### src/rtl/lvds_rx_word_align_if.sv
// Lane-side bundle of the LVDS word aligner: ISERDES word in, IDELAY/BITSLIP
// controls out, plus the aligned payload and training status.
interface lvds_rx_word_align_if #(
  parameter int SERI_FACTOR = 10
);
  logic [SERI_FACTOR-1:0] data_in;
  logic [4:0]             tap_value;
  logic                   tap_load;
  logic                   bitslip;
  logic                   aligned;
  logic                   align_err;
  logic [SERI_FACTOR-1:0] data_out;
  logic                   data_valid;

  // The aligner drives the lane controls and the payload.
  modport master (
    input  data_in,
    output tap_value, tap_load, bitslip, aligned, align_err, data_out, data_valid
  );

  // The lane (ISERDES/IDELAY) and the payload consumer.
  modport slave (
    output data_in,
    input  tap_value, tap_load, bitslip, aligned, align_err, data_out, data_valid
  );
endinterface

### src/rtl/lvds_rx_word_align.sv
// Training/alignment controller for one LVDS lane: scans all 32 IDELAY taps for
// the longest stable window, loads its centre, then bitslips to the training word.
module lvds_rx_word_align #(
  parameter int                     SERI_FACTOR   = 10,
  parameter logic [SERI_FACTOR-1:0] TRAIN_PATTERN = 10'h3F0,
  parameter int                     SETTLE_CYC    = 8,
  parameter int                     SAMPLE_LEN    = 16,
  parameter int                     SLIP_WAIT_CYC = 4
) (
  input  logic                 rx_clkdiv,
  input  logic                 reset_n,
  input  logic                 idelay_rdy,
  input  logic                 retrain,
  lvds_rx_word_align_if.master bus
);

  localparam int SLIP_W = $clog2(SERI_FACTOR + 1);

  typedef enum logic [3:0] {
    S_WAIT_RDY,
    S_SET_TAP,
    S_SETTLE,
    S_SAMPLE,
    S_NEXT_TAP,
    S_SET_CENTER,
    S_CENTER_SETTLE,
    S_SLIP_CHECK,
    S_SLIP_WAIT,
    S_ALIGNED,
    S_FAIL
  } state_e;

  state_e state_q, state_d;

  logic rdy_meta_q, rdy_s_q;

  // Scan bookkeeping
  logic [4:0]             tap_q, tap_d;
  logic [7:0]             cnt_q, cnt_d;
  logic [SERI_FACTOR-1:0] ref_q, ref_d;
  logic                   good_q, good_d;
  logic [4:0]             run_start_q, run_start_d;
  logic [5:0]             run_len_q, run_len_d;
  logic [4:0]             best_start_q, best_start_d;
  logic [5:0]             best_len_q, best_len_d;
  logic [SLIP_W-1:0]      slip_cnt_q, slip_cnt_d;

  // Registered outputs
  logic [4:0]             tap_value_q, tap_value_d;
  logic                   tap_load_q, tap_load_d;
  logic                   bitslip_q, bitslip_d;
  logic                   aligned_q, aligned_d;
  logic                   align_err_q, align_err_d;
  logic [SERI_FACTOR-1:0] data_out_q, data_out_d;
  logic                   data_valid_q, data_valid_d;

  logic       good_now;
  logic       run_better;
  logic [4:0] fin_start;
  logic [5:0] fin_len;
  logic [4:0] centre;
  logic       clear_all;

  // The first sampled word is its own reference, so it always counts as good.
  assign good_now   = (cnt_q == 8'd0) || (good_q && (bus.data_in == ref_q));
  // Strictly longer only: on a tie the earlier window stays the best one.
  assign run_better = run_len_q > best_len_q;
  assign fin_start  = run_better ? run_start_q : best_start_q;
  assign fin_len    = run_better ? run_len_q : best_len_q;
  assign centre     = fin_start + 5'((fin_len - 6'd1) >> 1);
  assign clear_all  = !rdy_s_q || (retrain && (state_q != S_WAIT_RDY));

  // NOTE: every always_comb variable gets a default before the case so no path
  // leaves it unassigned; otherwise synthesis infers a latch.
  always_comb begin
    state_d      = state_q;
    tap_d        = tap_q;
    cnt_d        = cnt_q;
    ref_d        = ref_q;
    good_d       = good_q;
    run_start_d  = run_start_q;
    run_len_d    = run_len_q;
    best_start_d = best_start_q;
    best_len_d   = best_len_q;
    slip_cnt_d   = slip_cnt_q;

    unique case (state_q)
      S_WAIT_RDY: begin
        if (rdy_s_q) begin
          tap_d        = 5'd0;
          cnt_d        = 8'd0;
          run_start_d  = 5'd0;
          run_len_d    = 6'd0;
          best_start_d = 5'd0;
          best_len_d   = 6'd0;
          state_d      = S_SET_TAP;
        end
      end
      S_SET_TAP: begin
        cnt_d   = 8'd0;
        state_d = S_SETTLE;
      end
      S_SETTLE: begin
        if (cnt_q == 8'(SETTLE_CYC - 1)) begin
          cnt_d   = 8'd0;
          state_d = S_SAMPLE;
        end else begin
          cnt_d = cnt_q + 8'd1;
        end
      end
      S_SAMPLE: begin
        good_d = good_now;
        if (cnt_q == 8'd0) ref_d = bus.data_in;
        if (cnt_q == 8'(SAMPLE_LEN - 1)) begin
          cnt_d   = 8'd0;
          state_d = S_NEXT_TAP;
          if (good_now) begin
            if (run_len_q == 6'd0) run_start_d = tap_q;
            run_len_d = run_len_q + 6'd1;
          end else begin
            if (run_better) begin
              best_start_d = run_start_q;
              best_len_d   = run_len_q;
            end
            run_len_d = 6'd0;
          end
        end else begin
          cnt_d = cnt_q + 8'd1;
        end
      end
      S_NEXT_TAP: begin
        if (tap_q != 5'd31) begin
          tap_d   = tap_q + 5'd1;
          state_d = S_SET_TAP;
        end else begin
          // A window still open at tap 31 is closed here; taps do not wrap.
          best_start_d = fin_start;
          best_len_d   = fin_len;
          run_len_d    = 6'd0;
          state_d      = (fin_len == 6'd0) ? S_FAIL : S_SET_CENTER;
        end
      end
      S_SET_CENTER: begin
        cnt_d   = 8'd0;
        state_d = S_CENTER_SETTLE;
      end
      S_CENTER_SETTLE: begin
        if (cnt_q == 8'(SETTLE_CYC - 1)) begin
          cnt_d      = 8'd0;
          slip_cnt_d = '0;
          state_d    = S_SLIP_CHECK;
        end else begin
          cnt_d = cnt_q + 8'd1;
        end
      end
      S_SLIP_CHECK: begin
        if (bus.data_in == TRAIN_PATTERN) begin
          state_d = S_ALIGNED;
        end else if (slip_cnt_q == SLIP_W'(SERI_FACTOR)) begin
          state_d = S_FAIL;
        end else begin
          slip_cnt_d = slip_cnt_q + SLIP_W'(1);
          cnt_d      = 8'd0;
          state_d    = S_SLIP_WAIT;
        end
      end
      S_SLIP_WAIT: begin
        if (cnt_q == 8'(SLIP_WAIT_CYC - 1)) begin
          cnt_d   = 8'd0;
          state_d = S_SLIP_CHECK;
        end else begin
          cnt_d = cnt_q + 8'd1;
        end
      end
      S_ALIGNED: state_d = S_ALIGNED;
      S_FAIL:    state_d = S_FAIL;
      default:   state_d = S_WAIT_RDY;
    endcase

    // Loss of ready beats a retrain request; both restart from a clean scan.
    if (clear_all) begin
      tap_d        = 5'd0;
      cnt_d        = 8'd0;
      good_d       = 1'b0;
      run_start_d  = 5'd0;
      run_len_d    = 6'd0;
      best_start_d = 5'd0;
      best_len_d   = 6'd0;
      slip_cnt_d   = '0;
      state_d      = rdy_s_q ? S_SET_TAP : S_WAIT_RDY;
    end
  end

  // Outputs are registered and decoded from the state being entered, so each
  // strobe lines up with the first cycle of its state.
  always_comb begin
    tap_value_d  = tap_value_q;
    tap_load_d   = 1'b0;
    bitslip_d    = 1'b0;
    aligned_d    = (state_d == S_ALIGNED);
    data_valid_d = (state_d == S_ALIGNED);
    align_err_d  = (state_d == S_FAIL);
    data_out_d   = bus.data_in;

    if (state_d == S_SET_TAP) begin
      tap_value_d = tap_d;
      tap_load_d  = 1'b1;
    end else if (state_d == S_SET_CENTER) begin
      tap_value_d = centre;
      tap_load_d  = 1'b1;
    end else if (state_d == S_WAIT_RDY) begin
      tap_value_d = 5'd0;
    end

    if ((state_q == S_SLIP_CHECK) && (state_d == S_SLIP_WAIT)) bitslip_d = 1'b1;
  end

  // NOTE: sequential state uses non-blocking assignments so every flop samples
  // the pre-edge value of every other flop, independent of statement order.
  always_ff @(posedge rx_clkdiv or negedge reset_n) begin
    if (!reset_n) begin
      rdy_meta_q   <= 1'b0;
      rdy_s_q      <= 1'b0;
      state_q      <= S_WAIT_RDY;
      tap_q        <= 5'd0;
      cnt_q        <= 8'd0;
      ref_q        <= '0;
      good_q       <= 1'b0;
      run_start_q  <= 5'd0;
      run_len_q    <= 6'd0;
      best_start_q <= 5'd0;
      best_len_q   <= 6'd0;
      slip_cnt_q   <= '0;
      tap_value_q  <= 5'd0;
      tap_load_q   <= 1'b0;
      bitslip_q    <= 1'b0;
      aligned_q    <= 1'b0;
      align_err_q  <= 1'b0;
      data_out_q   <= '0;
      data_valid_q <= 1'b0;
    end else begin
      rdy_meta_q   <= idelay_rdy;
      rdy_s_q      <= rdy_meta_q;
      state_q      <= state_d;
      tap_q        <= tap_d;
      cnt_q        <= cnt_d;
      ref_q        <= ref_d;
      good_q       <= good_d;
      run_start_q  <= run_start_d;
      run_len_q    <= run_len_d;
      best_start_q <= best_start_d;
      best_len_q   <= best_len_d;
      slip_cnt_q   <= slip_cnt_d;
      tap_value_q  <= tap_value_d;
      tap_load_q   <= tap_load_d;
      bitslip_q    <= bitslip_d;
      aligned_q    <= aligned_d;
      align_err_q  <= align_err_d;
      data_out_q   <= data_out_d;
      data_valid_q <= data_valid_d;
    end
  end

  assign bus.tap_value  = tap_value_q;
  assign bus.tap_load   = tap_load_q;
  assign bus.bitslip    = bitslip_q;
  assign bus.aligned    = aligned_q;
  assign bus.align_err  = align_err_q;
  assign bus.data_out   = data_out_q;
  assign bus.data_valid = data_valid_q;

  a_strobe_excl: assert property (@(posedge rx_clkdiv) disable iff (!reset_n)
    !(tap_load_q && bitslip_q));
  a_status_excl: assert property (@(posedge rx_clkdiv) disable iff (!reset_n)
    !(aligned_q && align_err_q));

endmodule

### src/flat_wrapper.sv
// flat-port wrapper written by rule: the top's interface ports become plain ports
module lvds_rx_word_align_flat 
#(
  parameter int                     SERI_FACTOR   = 10,
  parameter logic [SERI_FACTOR-1:0] TRAIN_PATTERN = 10'h3F0,
  parameter int                     SETTLE_CYC    = 8,
  parameter int                     SAMPLE_LEN    = 16,
  parameter int                     SLIP_WAIT_CYC = 4
)
  (rx_clkdiv, reset_n, idelay_rdy, retrain, bus_data_in, bus_tap_value, bus_tap_load, bus_bitslip, bus_aligned, bus_align_err, bus_data_out, bus_data_valid);
  lvds_rx_word_align_if #(.SERI_FACTOR(SERI_FACTOR)) bus_i ();
  input  logic rx_clkdiv;
  input  logic reset_n;
  input  logic idelay_rdy;
  input  logic retrain;
  input wire logic [$bits(bus_i.data_in)-1:0] bus_data_in;
  output wire logic [$bits(bus_i.tap_value)-1:0] bus_tap_value;
  output wire logic [$bits(bus_i.tap_load)-1:0] bus_tap_load;
  output wire logic [$bits(bus_i.bitslip)-1:0] bus_bitslip;
  output wire logic [$bits(bus_i.aligned)-1:0] bus_aligned;
  output wire logic [$bits(bus_i.align_err)-1:0] bus_align_err;
  output wire logic [$bits(bus_i.data_out)-1:0] bus_data_out;
  output wire logic [$bits(bus_i.data_valid)-1:0] bus_data_valid;
  assign bus_i.data_in = bus_data_in;
  assign bus_tap_value = bus_i.tap_value;
  assign bus_tap_load = bus_i.tap_load;
  assign bus_bitslip = bus_i.bitslip;
  assign bus_aligned = bus_i.aligned;
  assign bus_align_err = bus_i.align_err;
  assign bus_data_out = bus_i.data_out;
  assign bus_data_valid = bus_i.data_valid;
  lvds_rx_word_align #(.SERI_FACTOR(SERI_FACTOR), .TRAIN_PATTERN(TRAIN_PATTERN), .SETTLE_CYC(SETTLE_CYC), .SAMPLE_LEN(SAMPLE_LEN), .SLIP_WAIT_CYC(SLIP_WAIT_CYC)) u_core (.rx_clkdiv(rx_clkdiv), .reset_n(reset_n), .idelay_rdy(idelay_rdy), .retrain(retrain), .bus(bus_i));
endmodule
### config.mk
export PLATFORM = sky130hd
export DESIGN_NAME = lvds_rx_word_align_flat
export DESIGN_NICKNAME = d
export VERILOG_FILES = /design/src/rtl/lvds_rx_word_align_if.sv /design/src/rtl/lvds_rx_word_align.sv /design/src/flat_wrapper.sv
export SDC_FILE = /design/constraint.sdc
export NUM_CORES = 1
export LEC_CHECK = 0
export CORE_MARGIN = 10
export CORE_UTILIZATION = 55
export DETAILED_ROUTE_END_ITERATION = 8
export PLACE_DENSITY = 0.73
export SYNTH_ARGS = -nofsm -noshare
export SYNTH_HDL_FRONTEND = slang
export SYNTH_SLANG_ARGS = --single-unit
### constraint.sdc
create_clock -name rx_clkdiv -period 13.3 [get_ports rx_clkdiv]
set_clock_uncertainty 0.2 [all_clocks]
set_input_delay 2.66 -clock rx_clkdiv [delete_from_list [all_inputs] [get_ports rx_clkdiv]]
set_output_delay 2.66 -clock rx_clkdiv [all_outputs]
set_load 0.005 [all_outputs]
==> flow_summary.yaml, run 1 <==
yosys:
  post_synth.cell_area_avg_um2: 9.41
  synthesis.nets: 507
  netlist.area_leader.share: 0.421
  synth_edf_count: 0
  yosysWarningCount: 0
  synth_cells: 474
  async_reset_ff_frac: 1.00
  ys_types: 71
  syn_area_um2: 4460
  ys_seq_area_frac: 0.421
  synth_ff_type: "dfrtp_1"
  yosys.area.top_type: "dfrtp_1"
  synthTopCellsByArea: "dfrtp_1, ha_1, nand2_1, o21ai_0, xnor2_1"
  ys_seq_elements: 75
sta:
  tns_ps: 0
  setup_slack_ps: 7990
  whs_ps: 180
  fmaxAchievable_mhz: 188
  finalCritPeriodShare: 0.399
  rsz0062_at_grt: "false"
  setup_viol: 0
  slew_headroom: 0.331
  worstMarginPinSlew_ps: 995
  hold_violations: 0
  min_period_ps: 5310
  slew_viol_final: 0
setup_path:
  r2r-start: "u_core.run_len_q[4]"
  path_class: "input port to flip-flop"
  r2r_slack_ps: 8620
  endpoint_kind: "flip-flop"
  worst_ep_arrival_time_ps: 5340
  start_kind: "input port"
  r2r-end: "u_core.bus.tap_value[4]"
  cp_data_required_time_ps: 13340
  cp_max_fo: 4
  rr_worst_depth: 17
drt:
  met2RoutedLength_um: 4760
  via_count: 3633
  wl_per_cell_um: 17.0
  via_per_inst: 6.03
  routed-wl-met3_um: 574
  finalWirelength_um: 10200
  wl_met1_um: 4730
  drt-pass1-iter-count: 5
  antenna_left: 0
  initialDrtViolationCount: 246
  drc: 0
  top_layer: "met4"
placed_design:
  dp_hpwl_um: 7250
  dpl_worst_slack_ps: 7660
  place_area_um2: 4810
  dp.cells: 588
  gp_congestion: 0.953
  placement.io_buffers: 33
pwr:
  p_leak_nw: 2.17
  ir_worst_vdd_mv: 0.0729
  power.total_mw: 0.638
  powerDensity_nw_per_um2: 127
cts:
  clock_latency_ps: 360
  cts_made_buffers: 9
  htree_levels: 3
  cts-root-buf: "clkbuf_8"
  cts_tree: "done"
  post_cts_buffers: 0
  postCtsHoldBufs: 0
  ctsResizeCount: 0
  clk_path_buf_depth: 2
  clock_sinks: 75
  path_clk_slew_ps: 80
cells_and_area:
  final_area_um2: 5020
  final_common_cell: "dfrtp_1"
  area_delta_synth_final_pct: 12.7
  drive_above_1_share: 0.0980
  nets: 530
  final_cell_mix: "dfrtp_1, nand2_1, nor2_1, clkdlybuf4s50_1, o21ai_0"
  fin_util: 0.643
  final_cells: 602
  diodes: 0
  n_fill_cell: 638
grt:
  grt_remaining_overflow: 0
  antenna_found_initial: 0
  grt_pass1_vias: 3413
  grt_pass1_wl_um: 17200
  grt_max_degree: 76
  grt_usage: 0.178
min_path:
  hold_end: "u_core.rdy_s_q"
  hold_class: "flip-flop to flip-flop"
  whs_path_depth: 0
  hold_start: "u_core.rdy_meta_q"
run_status:
  status: "finished, final reports clean"
flow_run:
  max_cap_violations: 0
die:
  fp.dieW_um: 110
  die-area_um2: 12100
  io_pins: 34
  core_area_um2: 7810
  fp-row-count: 32
  dieHeight_um: 110
  start_util: 0.571
[final cells by class]
cell class,instances,area [um^2],area share
clock buffers,10,138,0.0274
repair buffers,34,335,0.0668
well taps,102,128,0.0254
multi-input cells,356,2390,0.476
flip-flops and latches,75,1880,0.374
clock inverters,4,76.3,0.0152
inverters,21,78.8,0.0157
[registers in the layout, indices dropped and copies added (netlist names), 4 cells and up]
name	cells
u_core.bus.tap_value	5
u_core.best_len_q	6
u_core.run_len_q	6
u_core.tap_q	5
u_core.state_q	4
u_core.run_start_q	5
u_core.bus.data_out	10
u_core.cnt_q	8
u_core.best_start_q	5
u_core.slip_cnt_q	4
u_core.ref_q	10
[routing by layer]
layer | global-route usage | up-vias
met5 | 0 | -
met4 | 0.0586 | 0
met3 | 0.0342 | 16
met2 | 0.271 | 103
met1 | 0.248 | 1753
li1 | - | 1761
[power breakdown]
part / switching (mW) / total, mW / internal, mW
registers: 0.0256 / 0.277 / 0.251
logic: 0.0922 / 0.162 / 0.0694
clock network: 0.0906 / 0.200 / 0.109
total: 0.208 / 0.638 / 0.430
[kinds of logic (layout without fill, tap and decap cells)]
family,Yosys count,in the layout,share of synthesized area
AND/OR/NAND/NOR,173,173,0.200
XOR/XNOR,23,23,0.0452
multiplexers,14,14,0.0345
flip-flops,75,75,0.421
adder cells (fa/ha/maj),19,19,0.0550
buffers and inverters,43,69,0.0429
AO/OA/AOI/OAI,127,127,0.202
[Yosys cell counts (all sizes together), types with 3 or more instances]
library cell and count:
or3b 3, nor4 7, and2 5, nor3 16
nand2 55, or4 3, dfrtp 75, o211ai 4
a22o 13, a21o 8, inv 20, a31oi 6
ha 18, mux2 11, nor2b 5, mux2i 3
nor2 32, and3 4, a21oi 24, a211oi 5
xnor2 15, clkbuf 11, xor2 8, nand2b 12
nand3 14, o41ai 3, a41oi 3, nand4 3
o21ai 32, and4 5, o31ai 5, buf 11
nor3b 3
[how the worst max path moves through the flow]
stage / start / to / slack, ps
after floorplan: bus_data_in[0] / u_core.bus.tap_value[2] / 8570
after global placement: bus_data_in[0] / u_core.bus.tap_value[2] / 7740
after detailed placement: bus_data_in[0] / u_core.bus.tap_value[2] / 7660
after CTS: bus_data_in[4] / u_core.best_len_q[5] / 8040
after global routing: bus_data_in[4] / u_core.best_len_q[2] / 7780
final: bus_data_in[0] / u_core.bus.tap_value[2] / 7990
[worst max-delay path: stages]
cell and delay [ps]:
clkdlybuf4s50_1 480, or4_1 530, nor3_1 440, a2bb2oi_1 330
nand2_1 110, nor3_1 340, a21oi_2 130, a221o_1 320
Note: power is estimated with default switching activity, not from simulation.
==> run 2, diff against run 1 <==
- CORE_UTILIZATION: 55 -> 53
- clock period: 13.3 -> 4.7 ns (I/O delays scaled with it)
==> run 2 against run 1 <==
Sequential share of layout area is 0.57 points lower. Utilization fell by 2.3 points. Via count rose by 0.50%. Critical path depth is 8 higher.
==> flow_summary.yaml, run 2 (synthesis results as in run 1) <==
cts:
  ctsResizeCount: 0
  clock_latency_ps: 360
  clock_sinks: 75
  cts_made_buffers: 9
  cts_tree: "done"
  postCtsHoldBufs: 0
  htree_levels: 3
  post_cts_buffers: 0
  clk_path_buf_depth: 2
  path_clk_slew_ps: 90
  cts-root-buf: "clkbuf_8"
setup_path:
  cp_common_cell: "ha_1"
  path_depth: 16
  worst_ep_arrival_time_ps: 4380
  crit_path_max_incr_delay_ps: 490
  r2r_slack_ps: 370
  start_kind: "flip-flop"
  cp_data_required_time_ps: 4740
  critical_path_buf_inv_count: 1
  r2r-end: "u_core.bus.tap_value[4]"
  crit_end: "u_core.bus.tap_value[4]"
  critPathSlowestCell: "dfrtp_1"
  cp_max_fo: 9
  cpLargestDelayFamily: "compound AO/OA/AOI/OAI gates"
  critPathLaunch: "u_core.run_len_q[4]"
  rr_worst_depth: 16
  r2r-start: "u_core.run_len_q[4]"
  cp_cell_sequence: "ha_1 -> nand4_1 -> o21bai_2 -> a31oi_4 -> mux2i_1 -> ha_1 -> or3b_2 -> xnor2_1 -> o21ai_0 -> ha_1 -> a21oi_1 -> inv_1 -> a211oi_1 -> nor4_1 -> a221oi_1 -> nand2b_1"
  path_class: "flip-flop to flip-flop"
  endpoint_kind: "flip-flop"
drt:
  finalWirelength_um: 10400
  via_count: 3651
  antenna_left: 0
  wl_per_cell_um: 17.0
  via_per_inst: 5.97
  drt-pass1-iter-count: 5
  drc: 0
  initialDrtViolationCount: 263
die:
  fp.dieW_um: 112
  fp-row-count: 33
  start_util: 0.543
  io_pins: 34
  die-area_um2: 12500
  dieHeight_um: 112
  core_area_um2: 8220
cells_and_area:
  drive_above_1_share: 0.114
  final_area_um2: 5100
  final_cells: 612
  final_common_cell: "dfrtp_1"
  final_cell_mix: "dfrtp_1, nand2_1, nor2_1, clkdlybuf4s50_1, o21ai_0"
  area_delta_synth_final_pct: 14.4
  diodes: 0
  nets: 535
  n_fill_cell: 694
grt:
  grt_usage: 0.166
  grt_pass1_vias: 3503
  grt_max_degree: 76
  antenna_found_initial: 0
  grt_pass1_wl_um: 17700
  grt_remaining_overflow: 0
placed_design:
  place_area_um2: 4850
  dp.cells: 596
  placement.io_buffers: 33
  dp_hpwl_um: 7580
  gp_congestion: 0.873
sta:
  tns_ps: 0
  hold_violations: 0
  fmaxAchievable_mhz: 231
  slew_viol_final: 0
  finalCritPeriodShare: 0.922
  worstMarginPinSlew_ps: 918
  rsz0062_at_grt: "false"
  setup_viol: 0
  slew_headroom: 0.382
  min_period_ps: 4330
min_path:
  hold_class: "flip-flop to flip-flop"
  whs_path_depth: 0
pwr:
  p_leak_nw: 2.21
  ir_worst_vdd_mv: 0.241
  powerDensity_nw_per_um2: 362
run_status:
  status: "finished, final reports clean"
flow_run:
  max_cap_violations: 0
## run 2: cell types whose count changed in the layout (fill, tap and decap cells not counted), sizes merged
cell    previous run  this run
inv               20        24
clkbuf            10         9
buf                2         7
clkinv             2         1
## run 2: metrics by stage
stage               setup WS (ps)  utilization  hold WS (ps)  power (mW)
global placement              374        0.590           160        1.25
global route                 5.79        0.621           216        1.95
CTS                           164        0.618           196        1.85
floorplan                     372            -           131        1.13
finish                        365        0.621           196        1.84
detailed placement            186        0.590           176        1.26
## run 2: worst min path at each step
| stage | startpoint | slack [ps] | to |
|---|---|---|---|
| 6_report | u_core.rdy_meta_q | 200 | u_core.rdy_s_q |
| 4_1_cts | u_core.rdy_meta_q | 200 | u_core.rdy_s_q |
| 5_1_grt | u_core.rdy_meta_q | 220 | u_core.rdy_s_q |
| 2_1_floorplan | u_core.rdy_meta_q | 130 | u_core.rdy_s_q |
| 3_3_place_gp | u_core.rdy_meta_q | 160 | u_core.rdy_s_q |
| 3_5_place_dp | u_core.rdy_meta_q | 180 | u_core.rdy_s_q |
## run 2: per-layer routing
metal  wire length, um  vias to the layer above  GRT usage
met4               118                        0     0.0583
met3               599                       12     0.0290
met5                 0                        -          0
li1                  -                     1774          -
met2              4970                      121      0.260
met1              4740                     1744      0.224
## run 2: final cells by class
type                       count  area (um^2)  share of cell area
tap                          105          131              0.0258
clock inverter                 7          108              0.0211
timing repair buffer          39          373              0.0731
inverter                      21         78.8              0.0155
multi-input combinational    356         2410               0.472
clock buffer                   9          124              0.0243
sequential                    75         1880               0.368
## run 2: report_power, final
group | total, mW | switching (mW) | internal, mW
registers | 0.785 | 0.0741 | 0.711
logic | 0.471 | 0.268 | 0.203
clock network | 0.590 | 0.279 | 0.310
total | 1.84 | 0.621 | 1.22
==> run 3, diff against run 2 <==
- ABC_AREA: not set -> 1
==> run 3 against run 2 <==
Synthesized cell count increased by 12%. Maximum frequency is 19% higher. Clock power decreased by 20%. Register-to-register slack better by 700 ps. Routed wire length decreased by 9.0%. Critical path depth is 5 higher.
==> flow_summary.yaml, run 3 <==
run_status:
  status: "finished, final reports clean"
yosys:
  ys_seq_elements: 75
  netlist.area_leader.share: 0.432
  ys_seq_area_frac: 0.432
  yosysWarningCount: 0
  synth_edf_count: 0
  synth_commonest_cells: "nand2_1, dfrtp_1, inv_1, nand3_1, nor2_1"
  synth_cells: 531
  post_synth.cell_area_avg_um2: 8.19
  syn_area_um2: 4350
  ys_types: 42
  synthTopCellsByArea: "dfrtp_1, nand2_1, nand3_1, inv_1, ha_1"
  synth.most_common_cell: "nand2_1"
  synth_ff_type: "dfrtp_1"
  async_reset_ff_frac: 1.00
  synthesis.nets: 564
  yosys.area.top_type: "dfrtp_1"
pwr:
  p_seq_frac: 0.438
  powerDensity_nw_per_um2: 345
  p_leak_nw: 2.39
  p_sw_mw: 0.593
  p_int_mw: 1.11
  ir_worst_vdd_mv: 0.163
  netSwitchingFraction: 0.348
  power.total_mw: 1.70
  power.share.clock: 0.277
  p_comb_frac: 0.285
setup_path:
  r2r-end: "u_core.bus.tap_value[4]"
  cp_common_cell: "nand2_1"
  path_class: "flip-flop to flip-flop"
  cp_data_required_time_ps: 4740
  crit_end: "u_core.bus.tap_value[4]"
  rr_worst_depth: 21
  r2r-start: "u_core.run_len_q[3]"
  critPathLaunch: "u_core.run_len_q[3]"
  start_kind: "flip-flop"
  cp_cell_sequence: "ha_1 -> nand2_1 -> nor2_4 -> nand2_2 -> nand3_4 -> nand2_4 -> o21ai_1 -> inv_1 -> ha_1 -> inv_1 -> ha_1 -> fa_1 -> nand2_1 -> nand2_1 -> a21oi_1 -> nand3b_1 -> nand2_1 -> nand2_1 -> nand2_1 -> nand3_1 -> nand3_1"
  cp_max_fo: 18
  endpoint_kind: "flip-flop"
  crit_path_max_incr_delay_ps: 460
  worst_ep_arrival_time_ps: 3670
  critPathSlowestCell: "dfrtp_1"
  r2r_slack_ps: 1070
cts:
  cts-root-buf: "clkbuf_8"
  clk_path_buf_depth: 2
  htree_levels: 3
  post_cts_buffers: 0
  postCtsHoldBufs: 0
  ctsResizeCount: 0
  path_clk_slew_ps: 80
  cts_made_buffers: 9
  clock_latency_ps: 350
  clock_sinks: 75
  cts_tree: "done"
cells_and_area:
  fin_util: 0.630
  nets: 599
  diodes: 0
  final_area_um2: 4940
  drive_above_1_share: 0.133
  final_cell_mix: "nand2_1, dfrtp_1, inv_1, nand3_1, nor2_1"
  area_delta_synth_final_pct: 13.7
  final_common_cell: "nand2_1"
sta:
  tns_ps: 0
  slew_viol_final: 0
  worstMarginPinSlew_ps: 939
  rsz0062_at_grt: "false"
  min_period_ps: 3630
  slew_headroom: 0.374
  setup_viol: 0
  fmaxAchievable_mhz: 275
  hold_violations: 0
  finalCritPeriodShare: 0.773
die:
  start_util: 0.554
  die-area_um2: 12200
  io_pins: 34
  fp-row-count: 32
  core_area_um2: 7850
  fp.dieW_um: 111
  dieHeight_um: 111
drt:
  antenna_left: 0
  via_count: 3593
  drt-pass1-iter-count: 5
  wl_per_cell_um: 14.1
  via_per_inst: 5.34
  initialDrtViolationCount: 145
  drc: 0
  finalWirelength_um: 9490
placed_design:
  gp_congestion: 0.902
  dp_hpwl_um: 7160
  placement.io_buffers: 33
  place_area_um2: 4750
grt:
  grt_max_degree: 76
  grt_usage: 0.158
  grt_pass1_wl_um: 16500
  grt_pass1_vias: 3567
  antenna_found_initial: 0
  grt_remaining_overflow: 0
min_path:
  hold_class: "flip-flop to flip-flop"
flow_run:
  max_cap_violations: 0
[run 3: changes by cell type after synthesis, moves of 11 or more]
cell and change:
nand2_1 +43, inv_2 +11, inv_1 +42, nand2b_1 -12, xnor2_1 -12, nand2_2 +15
nand3_1 +48
[run 3: worst max-delay path, delay by kind of cell, from the launching register on]
family	cells	cell delay, ps
adders and majority gates	4	1230
AOI/OAI and AO/OA	2	400
and+or+nand+nor	13	1100
DFF	1	460
buffers and inverters	2	130
[run 3: kinds of logic (layout without fill, tap and decap cells)]
kind of cell | Yosys count | after routing | synth area share
and+or+nand+nor | 264 | 264 | 0.309
buffers and inverters | 82 | 122 | 0.0743
AOI/OAI and AO/OA | 78 | 78 | 0.102
DFF | 75 | 75 | 0.432
adders and majority gates | 19 | 19 | 0.0564
xor gates and xnor gates | 12 | 12 | 0.0242
muxes | 1 | 1 | 0.00259
[run 3: area by class of cell]
type                            count  area, um^2
Multi-Input combinational cell    374        2150
Sequential cell                    75        1880
Clock inverter                      4        32.5
Timing Repair Buffer               33         328
Inverter                           73         274
Clock buffer                       12         155
Tap cell                          102         128
Fill cell                         693        2910
[run 3: metal layers]
| metal | global-route usage | vias up | wire, um |
|---|---|---|---|
| li1 | - | 1814 | - |
| met1 | 0.203 | 1703 | 4430 |
| met2 | 0.252 | 66 | 4470 |
| met3 | 0.0378 | 10 | 445 |
| met4 | 0.0561 | 0 | 143 |
| met5 | 0 | - | 0 |
[run 3: worst min path at each step]
stage / depth (start not counted) / end / start
2_1_floorplan: 0 / u_core.rdy_s_q / u_core.rdy_meta_q
3_3_place_gp: 0 / u_core.rdy_s_q / u_core.rdy_meta_q
3_5_place_dp: 0 / u_core.rdy_s_q / u_core.rdy_meta_q
4_1_cts: 0 / u_core.rdy_s_q / u_core.rdy_meta_q
5_1_grt: 0 / u_core.rdy_s_q / u_core.rdy_meta_q
6_report: 0 / u_core.rdy_s_q / u_core.rdy_meta_q
[run 3: stage by stage]
stage	instances	setup WS, ps	hold slack (ps)
floorplan	531	1250	131
global placement	657	1180	137
detailed placement	657	1090	151
CTS	673	1080	168
global route	673	821	170
finish	673	1070	167
[run 3: power groups by stage]
stage                     Sequential (mW)  Clock, mW  Combinational (mW)
final                               0.746      0.472               0.487
after global routing                0.756      0.509               0.553
after CTS                           0.747      0.483               0.486
after detailed placement            0.758          0               0.481
after global placement              0.755          0               0.467
after floorplan                     0.750          0               0.357
